### config.mk
export PLATFORM = sky130hd
export DESIGN_NAME = pe_edge_feeder
export DESIGN_NICKNAME = d
export VERILOG_FILES = /design/src/rtl/pe_edge_feeder.sv
export SDC_FILE = /design/constraint.sdc
export NUM_CORES = 1
export LEC_CHECK = 0
export BUFFER_PORTS_ARGS = -buffer_cell sky130_fd_sc_hd__buf_4
export CORE_MARGIN = 10
export CORE_UTILIZATION = 35
export CTS_BUF_LIST = sky130_fd_sc_hd__clkbuf_2
export DETAILED_ROUTE_END_ITERATION = 16
export PLACE_DENSITY_LB_ADDON = 0.08
export SYNTH_ARGS = -nofsm -noshare
export SYNTH_HDL_FRONTEND = slang
export SYNTH_SLANG_ARGS = --single-unit
### constraint.sdc
create_clock -name clk -period 18.1 [get_ports clk]
set_clock_uncertainty 0.1 [all_clocks]
set_input_delay 3.62 -clock clk [delete_from_list [all_inputs] [get_ports clk]]
set_output_delay 3.62 -clock clk [all_outputs]
set_load 0.05 [all_outputs]
### src/rtl/pe_edge_feeder.sv
// Skewed operand feeder: FIFO of (x, w) pairs issued to an edge PE after a go.
// Define PE_FEEDER_STATS_EN to add stall_cycles / starve_cycles counters.
module pe_edge_feeder #(
  parameter int DEPTH = 16,
  parameter int SKEW  = 0,
  parameter int LEN_W = 16
) (
  input  logic                     clk,
  input  logic                     rst,
  input  logic                     wr_en,
  input  logic [31:0]              wr_x,
  input  logic [31:0]              wr_w,
  output logic                     full,
  output logic                     empty,
  output logic [$clog2(DEPTH):0]   fill,
  output logic                     overflow,
  input  logic                     go,
  input  logic [LEN_W-1:0]         len_i,
  input  logic                     pe_stall,
  output logic [31:0]              x_o,
  output logic [31:0]              w_o,
  output logic                     input_start,
  output logic                     busy,
  output logic                     done
`ifdef PE_FEEDER_STATS_EN
  ,
  output logic [31:0]              stall_cycles,
  output logic [31:0]              starve_cycles
`endif
);

  typedef logic [31:0] word_t;

  localparam int AW = $clog2(DEPTH);
  localparam int SW = (SKEW > 1) ? $clog2(SKEW) : 1;

  typedef enum logic [1:0] {
    S_IDLE,
    S_SKEW,
    S_STREAM,
    S_DONE
  } state_t;

  state_t state, state_n;

  word_t mem_x [DEPTH];
  word_t mem_w [DEPTH];

  logic [AW-1:0]    wp, rp;
  logic [SW-1:0]    skew_cnt;
  logic [LEN_W-1:0] rem;
  word_t            hold_x, hold_w;
  logic             issue, push, go_acc;

  assign empty  = (fill == '0);
  assign full   = (fill == (AW+1)'(DEPTH));
  assign go_acc = (state == S_IDLE) && go;
  assign issue  = (state == S_STREAM) && !empty && !pe_stall;
  // a full FIFO still takes a push when the head leaves in the same cycle
  assign push   = wr_en && (!full || issue);

  assign input_start = issue;
  assign x_o  = issue ? mem_x[rp] : hold_x;
  assign w_o  = issue ? mem_w[rp] : hold_w;
  assign busy = (state == S_SKEW) || (state == S_STREAM);
  assign done = (state == S_DONE);

  always_comb begin
    state_n = state;
    case (state)
      S_IDLE: begin
        if (go) begin
          if (len_i == '0)    state_n = S_DONE;
          else if (SKEW == 0) state_n = S_STREAM;
          else                state_n = S_SKEW;
        end
      end
      S_SKEW:
        if (skew_cnt == '0) state_n = S_STREAM;
      S_STREAM:
        if (issue && rem == LEN_W'(1)) state_n = S_DONE;
      S_DONE:
        state_n = S_IDLE;
      default:
        state_n = S_IDLE;
    endcase
  end

  always_ff @(posedge clk) begin
    if (push) begin
      mem_x[wp] <= wr_x;
      mem_w[wp] <= wr_w;
    end
  end

  always_ff @(posedge clk) begin
    if (rst) begin
      state    <= S_IDLE;
      wp       <= '0;
      rp       <= '0;
      fill     <= '0;
      overflow <= 1'b0;
      skew_cnt <= '0;
      rem      <= '0;
      hold_x   <= '0;
      hold_w   <= '0;
    end else begin
      state <= state_n;
      if (push) wp <= wp + 1'b1;
      if (issue) begin
        rp     <= rp + 1'b1;
        rem    <= rem - 1'b1;
        hold_x <= mem_x[rp];
        hold_w <= mem_w[rp];
      end
      case ({push, issue})
        2'b10:   fill <= fill + (AW+1)'(1);
        2'b01:   fill <= fill - (AW+1)'(1);
        default: fill <= fill;
      endcase
      if (wr_en && full && !issue) overflow <= 1'b1;
      if (go_acc) begin
        rem      <= len_i;
        skew_cnt <= SW'(SKEW - 1);
      end else if (state == S_SKEW) begin
        skew_cnt <= skew_cnt - 1'b1;
      end
    end
  end

`ifdef PE_FEEDER_STATS_EN
  always_ff @(posedge clk) begin
    if (rst || go_acc) begin
      stall_cycles  <= '0;
      starve_cycles <= '0;
    end else if (state == S_STREAM) begin
      if (empty && starve_cycles != '1)
        starve_cycles <= starve_cycles + 32'd1;
      if (!empty && pe_stall && stall_cycles != '1)
        stall_cycles <= stall_cycles + 32'd1;
    end
  end
`endif

endmodule

; After elaboration in Yosys (flattened, before gate mapping)
; Memory sizes are Yosys's and may differ from the RTL's. A register that Yosys moved wholly into a read port is not among the register bits.
; Index checks and enable logic that the tools add are counted.
[op_classes]
add_sub_neg = 6
n_eq_ne = 10
mux = 18
reduce_logical = 20
[ops]
columns = cell, n
row1 = $mux W32, 2
row2 = $mux W16, 2
row3 = $eq A16 B1 Y1 const B, 1
row4 = $logic_not A16 Y1, 1
row5 = $mux W4, 4
row6 = $sub A16 B1 Y16 const B, 1
row7 = $pmux W5 S2, 1
row8 = $add A4 B1 Y4 const B, 2
row9 = $pmux W2 S4, 1
row10 = $logic_and A1 B1 Y1, 7
row11 = $eq A2 B2 Y1 const B, 3
row12 = $mux W2, 3
row13 = $reduce_bool A2 Y1, 3
row14 = $add A5 B1 Y5 const B, 1
row15 = $eq A5 B5 Y1 const B, 1
row16 = $logic_not A5 Y1, 1
row17 = $mux W1, 5
row18 = $sub A5 B1 Y5 const B, 1
row19 = $eq A2 B1 Y1 const B, 2
row20 = $logic_not A1 Y1, 4
row21 = $ne A2 B2 Y1 const B, 2
row22 = $reduce_and A3 Y1, 1
row23 = $logic_not A2 Y1, 1
row24 = $logic_or A1 B1 Y1, 2
row25 = other kinds (2), 2
[word_totals]
regBits = 97
ramBits = 1024
input_bits = 85
output_inout_bits = 75
word_cells = 65
memories = 2
[memory_table]
columns = memory, words, width, read_ports, rd_ports_with_merged_regs, wr, line_no
row1 = mem_w, 16, 32, 1, 1, 1, 47  ; word_t mem_w [DEPTH];
row2 = mem_x, 16, 32, 1, 1, 1, 46  ; word_t mem_x [DEPTH];

; Logic depth before layout (Yosys ltp)
; Gate-level depths: netlist of run 1.
[depth]
word_depth = 8
mapped_depth = 10
ltp_nobuf = 10

; Worst setup path after synthesis of run 1
; No wires, ideal clock.
[synth_timing]
kind = input port to flip-flop
from = input wr_en
to = memory mem_w[0][0] (netlist name), enable pin
setup_ns = 0.565
arrival_ns = 8.903
required_ns = 17.435
setup_slack_ns = 8.533
stages = 5
n_path_buf = 1
cell_sequence = clkbuf_1 > inv_1 > a31oi_1 > nand2_1 > nor3_1
[synth_via]
elab_chain_len = 3
[synth_lines]
columns = item, line_no
row1 = start: declaration, 10  ; input logic wr_en,
row2 = $logic_and A1 B1 Y1, 60  ; assign push = wr_en && (!full || issue);
row3 = $mux W1, 90  ; if (push) begin
row4 = $mux W1 (not written as such), 92  ; mem_w[wp] <= wr_w;
row5 = end: declaration, 47
; No other way between the ends.

; Final worst setup path of run 1
[layout_timing]
from = input pe_stall
to = output x_o[31]
[layout_via]
elab_chain_len = 3
[layout_lines]
columns = item, line_no
row1 = start: declaration, 19  ; input logic pe_stall,
row2 = $logic_not A1 Y1, 58  ; assign issue = (state == S_STREAM) && !empty && !pe_stall;
row3 = $logic_and A1 B1 Y1, 58
row4 = $mux W32, n/a
row5 = end: declaration, 20  ; output logic [31:0] x_o,
; No other way between the ends.

==> key figures, run 1 <==
Critical path
  • R2r endpoint: hold_w[21]
  • Crit path max fanout: ~190
  • CP peak stage delay: between 0.7 and 0.8 ns
  • Cell chain of the critical path: buf_4 > nor2b_1 > o21ai_4 > buf_12 > nor3_1 > or3_1 > buf_4
  • R2R Setup Slk: 13.70 ns
  • Crit path launch type: primary input
  • Worst setup EP type: primary output
  • Critical path's slowest cell: nor3_1
  • Cell count of the worst reg-to-reg path: 6
  • Worst Path Required: 14.38 ns
  • Most frequent CP cell: buf_4
  • Critical path class: primary input to primary output
  • Crit path buffers/inverters: 3
  • Data arrival, critical path: 6.19 ns
  • CP delay by family, top: simple AND/OR/NAND/NOR gates

Clock tree
  • H-tree Lvls: 5
  • Clock Path Buffers: 4
  • Hold buffers post-CTS: 0
  • Setup Buffers After CTS: 0
  • Worst-path clk slew: ~0.10 ns
  • Clk_lat worst skew: between 1 and 1.5 ns
  • Num CTS Buffers: 314
  • Root buffer cell: clkbuf_2
  • CTS tree: done
  • Clk sinks: around 1100
  • CTS resizes: 0

Timing
  • Setup TNS: 0 ns
  • Fmax: around 100 MHz
  • Final worst setup slack: 8.19 ns
  • Setup violators final: 0
  • Period utilisation layout: 0.547
  • Final Hold Viols: 0
  • Tmin final: 9.91 ns
  • Worst-margin pin slew: 1.18 ns
  • RSZ-0062 raised after global routing: no
  • Hold Slack: 0.324 ns
  • Max-slew violations: 0
  • Slew headroom: 0.210

Power and ir drop
  • P per Cell Area: 113 mW/mm^2
  • Worst IR drop on VDD: around 65 uV
  • Final Power: 5.61 mW
  • Static leakage: approximately 16 nW

Drt
  • Via Count: about 23000
  • DRT Wirelength: 112 mm
  • Via density per instance: roughly 5.1
  • Drt pass-1 iters: 6
  • Drt initial violations: 1449
  • Final ANT Viol Nets: 0
  • Routed len/inst: 25.4 um
  • DRC: 0

Finish
  • Fillcell total: 11300
  • # nets final: about 2700
  • Share of cells above drive strength 1: 0.351
  • Reg area: 0.0328 mm^2
  • Commonest non-fill, non-tap cell in the layout: edfxtp_1
  • Multi-input combinational cell area: ~0.011 mm^2
  • Commonest non-fill, non-tap cells in the layout: edfxtp_1 (1024), clkbuf_2 (470), mux4_2 (256)
  • Synthesis-to-finish area growth: 13.0%

Synth
  • Number of synthesized flops with an enable pin: just over 1000
  • Syn Inst Count: 2177
  • Yosys cell types: 52
  • Main synth FF type: edfxtp_1
  • Syn_nets: ~2300
  • Synth warn: 0
  • Post-synthesis mux area share: 0.162
  • Simple-Gate Fraction of Synth Area: 0.0465
  • Synth Area in Compound Gates: 0.0230
  • Syn_area_per_cell: 20.2 um^2
  • Main combinational cell family by area after synthesis: multiplexers
  • Synthesized cell area: 0.0439 mm^2
  • Synth async-reset ratio: 0
  • Sequential element share of the synthesized area: 0.746
  • Post-Synth Adder-Cell Area: 0.00370
  • FF+latch count, synth: 1125
  • Xor and xnor fraction of the mapped netlist area: 0.00279

Worst hold path
  • Hold_sp: rp[1]
  • Worst hold path class: register to register
  • Hold Crit Depth: 2

Global route
  • GRT Resource Usage Total: 0.159
  • First-pass GRT wire length: 166 mm
  • Number of global-route vias before repair: 25100
  • Initial antenna violation count: 10
  • Grt ovf: 0
  • Pin count of the biggest net entering global routing: ~200

Floorplan
  • IO Pins: 160
  • Die Width: 374 um
  • Starting density of the core: 0.354
  • Row cnt: ~130
  • Core area: roughly 0.12 mm^2
  • DIE HEIGHT: around 370 um
  • Die Area: between 0.1 and 0.15 mm^2

Flow run
  • Max cap viols: 0

Run status
  • Status: completed

Placement
  • Number of port buffers: between 150 and 200
  • DPL Wire Length: 56.3 mm
  • Gp weighted congestion: 0.729
  • Pre-CTS setup slack: 8.10 ns
-- where the power goes --
part / leakage (nW) / internal (mW) / switching, mW
registers: 10.1 / 2.96 / 0.0535
clock network: 2.11 / 0.710 / 1.02
logic: 3.77 / 0.274 / 0.592
total: 15.9 / 3.94 / 1.67
-- layout make-up --
type / count / area share
sequential: 1125 / 0.661
multi-input combinational: 910 / 0.213
clock buffer: 470 / 0.0474
tap: 1637 / 0.0413
timing repair buffer: 200 / 0.0310
clock inverter: 57 / 0.00567
inverter: 13 / 0.00103
antenna: 7 / 0.000353
-- how the worst max path moves through the flow --
stage / start / to / cells past startpoint
detailed placement: pe_stall / x_o[31] / 7
floorplan: wr_en / mem_w[0][0] / 5
CTS: register / w_o[21] / 7
global placement: pe_stall / x_o[31] / 7
global route: register / w_o[9] / 7
finish: pe_stall / x_o[31] / 7
-- kinds of logic after synthesis --
logic type,count (synthesis)
XOR/XNOR,14
flip-flops,1125
buffers and inverters,142
AND/OR/NAND/NOR,373
AO/OA/AOI/OAI,121
adder cells (fa/ha/maj),13
multiplexers,389
-- metal layers --
layer	part of all wire	track usage
met3	0.039	0.0349
met2	0.50	0.267
met5	0.00079	0
met1	0.44	0.203
met4	0.019	0.0515
-- registers in the layout, indices dropped and copies added, names as in the netlist, named ones only --
name	cells
fill	5
rp	4
mem_w	512
overflow	1
hold_x	32
mem_x	512
wp	4
rem	16
skew_cnt	1
hold_w	32
state	2
-- worst min-delay path, stage by stage (launching register included) --
cell	delay (ns)
dfxtp_1	0.33
nand2_1	0.06
a21oi_1	0.07
-- synth_stat cells, types with 16 or more instances --
library cell / instances / area (um^2)
clkbuf_1: 59 / 221
and2_1: 67 / 419
buf_1: 20 / 75.1
or3_1: 70 / 438
o31a_1: 66 / 578
buf_6: 16 / 180
nor3_1: 140 / 701
mux4_2: 256 / 5770
mux2i_1: 131 / 1310
nor2_1: 44 / 165
buf_2: 33 / 165
edfxtp_1: 1024 / 30700
dfxtp_1: 101 / 2020
-- through the flow --
step	cells	utilization	instance area (um^2)
floorplan	2177	-	43900
CTS	4412	0.400	49600
finish	4419	0.400	49600
global route	4419	0.400	49600
global placement	3885	0.378	47000
detailed placement	3885	0.378	47000
No activity file was read; power rests on OpenSTA's default activity.
==> inputs of run 2 (changes only) <==
==> constraint.sdc (replaced) <==
create_clock -name clk -period 9.6 [get_ports clk]
set_clock_uncertainty 0.1 [all_clocks]
set_input_delay 1.92 -clock clk [delete_from_list [all_inputs] [get_ports clk]]
set_output_delay 1.92 -clock clk [all_outputs]
set_load 0.05 [all_outputs]
==> run 2 against run 1 <==
Net effect:
- wire length hardly changed
- register-to-register slack worse by 8.3 ns
- sequential share of layout area is 0.24 points lower
- non-clock buffer count is 9 higher
- hold slack better by 0.053 ns
- total power is 90% higher
- count of clock-buffer cells in the layout is 23 higher
- global-route usage hardly changed
- worst setup slack worse by 5.6 ns
- critical path depth is 1 lower
- clock power is 94% higher
- design area is 0.37% higher
- critical path type is now register to primary output
- highest routed layer unchanged
==> key figures, run 2 (synthesis gave the netlist of run 1 again) <==
Finish
  • Multi-input combinational cell area: roughly 0.011 mm^2
  • Commonest non-fill, non-tap cells in the layout: edfxtp_1 (1024), clkbuf_2 (493), mux4_2 (256)
  • Fillcell total: 11400
  • Fin cells: 4450
  • Reg area: 0.0328 mm^2
  • Share of cells above drive strength 1: 0.355
  • Largest registers: mem_w: 512 flops, mem_x: 512 flops
  • Commonest non-fill, non-tap cell in the layout: edfxtp_1
  • # nets final: 2678
  • Synthesis-to-finish area growth: 13.4%

Global route
  • Initial antenna violation count: 12
  • Pin count of the biggest net entering global routing: 166
  • GRT Resource Usage Total: 0.159
  • First-pass GRT wire length: 165 mm
  • Number of global-route vias before repair: 25000
  • Grt ovf: 0

Critical path
  • Critical path class: register to primary output
  • Worst Path Required: 7.58 ns
  • R2r endpoint: mem_x[8][3]
  • Cell chain of the critical path: or4_4 > o21ai_4 > buf_12 > nor3_1 > or3_1 > buf_4
  • Reg-to-reg critical path startpoint: state[0]
  • Crit path buffers/inverters: 2
  • CP peak stage delay: 0.80 ns
  • Critical path's slowest cell: o21ai_4
  • CP delay by family, top: simple AND/OR/NAND/NOR gates
  • Worst setup EP type: primary output
  • R2R Setup Slk: 5.38 ns
  • Data arrival, critical path: ~5.0 ns
  • Crit path max fanout: between 150 and 200
  • Cell count of the worst reg-to-reg path: 8
  • Crit path launch type: register

Floorplan
  • IO Pins: 160
  • Die Area: 0.140 mm^2
  • Core area: 0.124 mm^2
  • Die Width: 374 um
  • DIE HEIGHT: 374 um
  • Row cnt: 129
  • Starting density of the core: 0.354

Timing
  • Hold Slack: 0.377 ns
  • Worst-margin pin slew: roughly 1.1 ns
  • Fmax: 143 MHz
  • Final worst setup slack: 2.58 ns
  • Slew headroom: 0.272
  • RSZ-0062 raised after global routing: no
  • Period utilisation layout: 0.731
  • Setup violators final: 0
  • Tmin final: 7.02 ns
  • Final Hold Viols: 0
  • Max-slew violations: 0
  • Setup TNS: 0 ns

Clock tree
  • Clk_lat worst skew: 1.49 ns
  • Clock Path Buffers: 4
  • Root buffer cell: clkbuf_2
  • CTS resizes: 0
  • H-tree Lvls: 5
  • Num CTS Buffers: roughly 320
  • CTS tree: done
  • Clk sinks: 1125
  • Worst-path clk slew: roughly 0.090 ns
  • Hold buffers post-CTS: 0
  • Setup Buffers After CTS: 0

Power and ir drop
  • Comb power frac: 0.153
  • Switching pwr: 3.17 mW
  • Clock Power Share: 0.315
  • Final Power: 10.7 mW
  • Static leakage: 16.1 nW
  • P per Cell Area: 214 mW/mm^2
  • Flop pwr share: 0.532
  • Worst IR drop on VDD: 103 uV
  • Sw Share: 0.298
  • Internal cell power: 7.48 mW

Worst hold path
  • Hold Crit Depth: 2
  • Hold endpoint: overflow
  • Hold_sp: overflow
  • Worst hold path class: register to register

Placement
  • Gp weighted congestion: 0.744
  • Pre-CTS setup slack: 3.39 ns
  • DPL Wire Length: about 59 mm
  • Number of port buffers: roughly 160
  • DP Cell Count: 3894

Flow run
  • Max cap viols: 0

Drt
  • Drt pass-1 iters: 7
  • Via Count: ~23000
  • Via density per instance: 5.11
  • Final ANT Viol Nets: 0
  • DRT Wirelength: 112 mm
  • Drt initial violations: approximately 1300
  • DRC: 0
  • Routed len/inst: 25.2 um

Run status
  • Status: completed
==> run 2: layout make-up <==
class                           count  area share
Sequential cell                  1125       0.658
Tap cell                         1637      0.0411
Clock buffer                      493      0.0495
Inverter                           13     0.00103
Clock inverter                     55     0.00533
Timing Repair Buffer              209      0.0325
Antenna cell                        8    0.000402
Multi-Input combinational cell    910       0.212
==> run 2: worst max-delay path by stage <==
stage                  start           to  slack (ns)  depth (start not counted)
finish               fill[2]       x_o[3]        2.58                          6
global route        register       w_o[4]        2.03                          7
CTS                 register      w_o[10]        2.19                          7
detailed placement  pe_stall       x_o[3]        3.39                          8
global placement    pe_stall      w_o[14]        3.48                          8
floorplan              wr_en  mem_w[0][0]        1.73                          5
==> run 2: metrics by stage <==
stage,area [um^2],utilization
after floorplan,43900,-
after global placement,47100,0.379
after detailed placement,47100,0.379
after CTS,49800,0.401
after global routing,49800,0.401
final,49800,0.401
==> run 2: metal layers <==
layer	vias to the layer above	wire length, um	track usage	share of wire
li1	10100	-	-	-
met3	237	5120	0.0369	0.046
met2	537	56000	0.267	0.50
met4	12	2700	0.0576	0.024
met5	-	77	0	0.00069
met1	11900	48300	0.199	0.43
==> run 2: power by group through the flow <==
stage | Sequential [mW] | Clock, mW | Combinational [mW]
after floorplan | 5.79 | 0 | 1.10
after global placement | 5.77 | 0 | 1.65
after detailed placement | 5.78 | 0 | 1.67
after CTS | 5.67 | 3.52 | 1.68
after global routing | 5.69 | 3.77 | 1.77
final | 5.67 | 3.35 | 1.63
==> run 2: tightest hold or removal path, stage by stage (launching register included) <==
cell	delay (ns)
dfxtp_1	0.34
a31oi_1	0.04
nor2_1	0.07
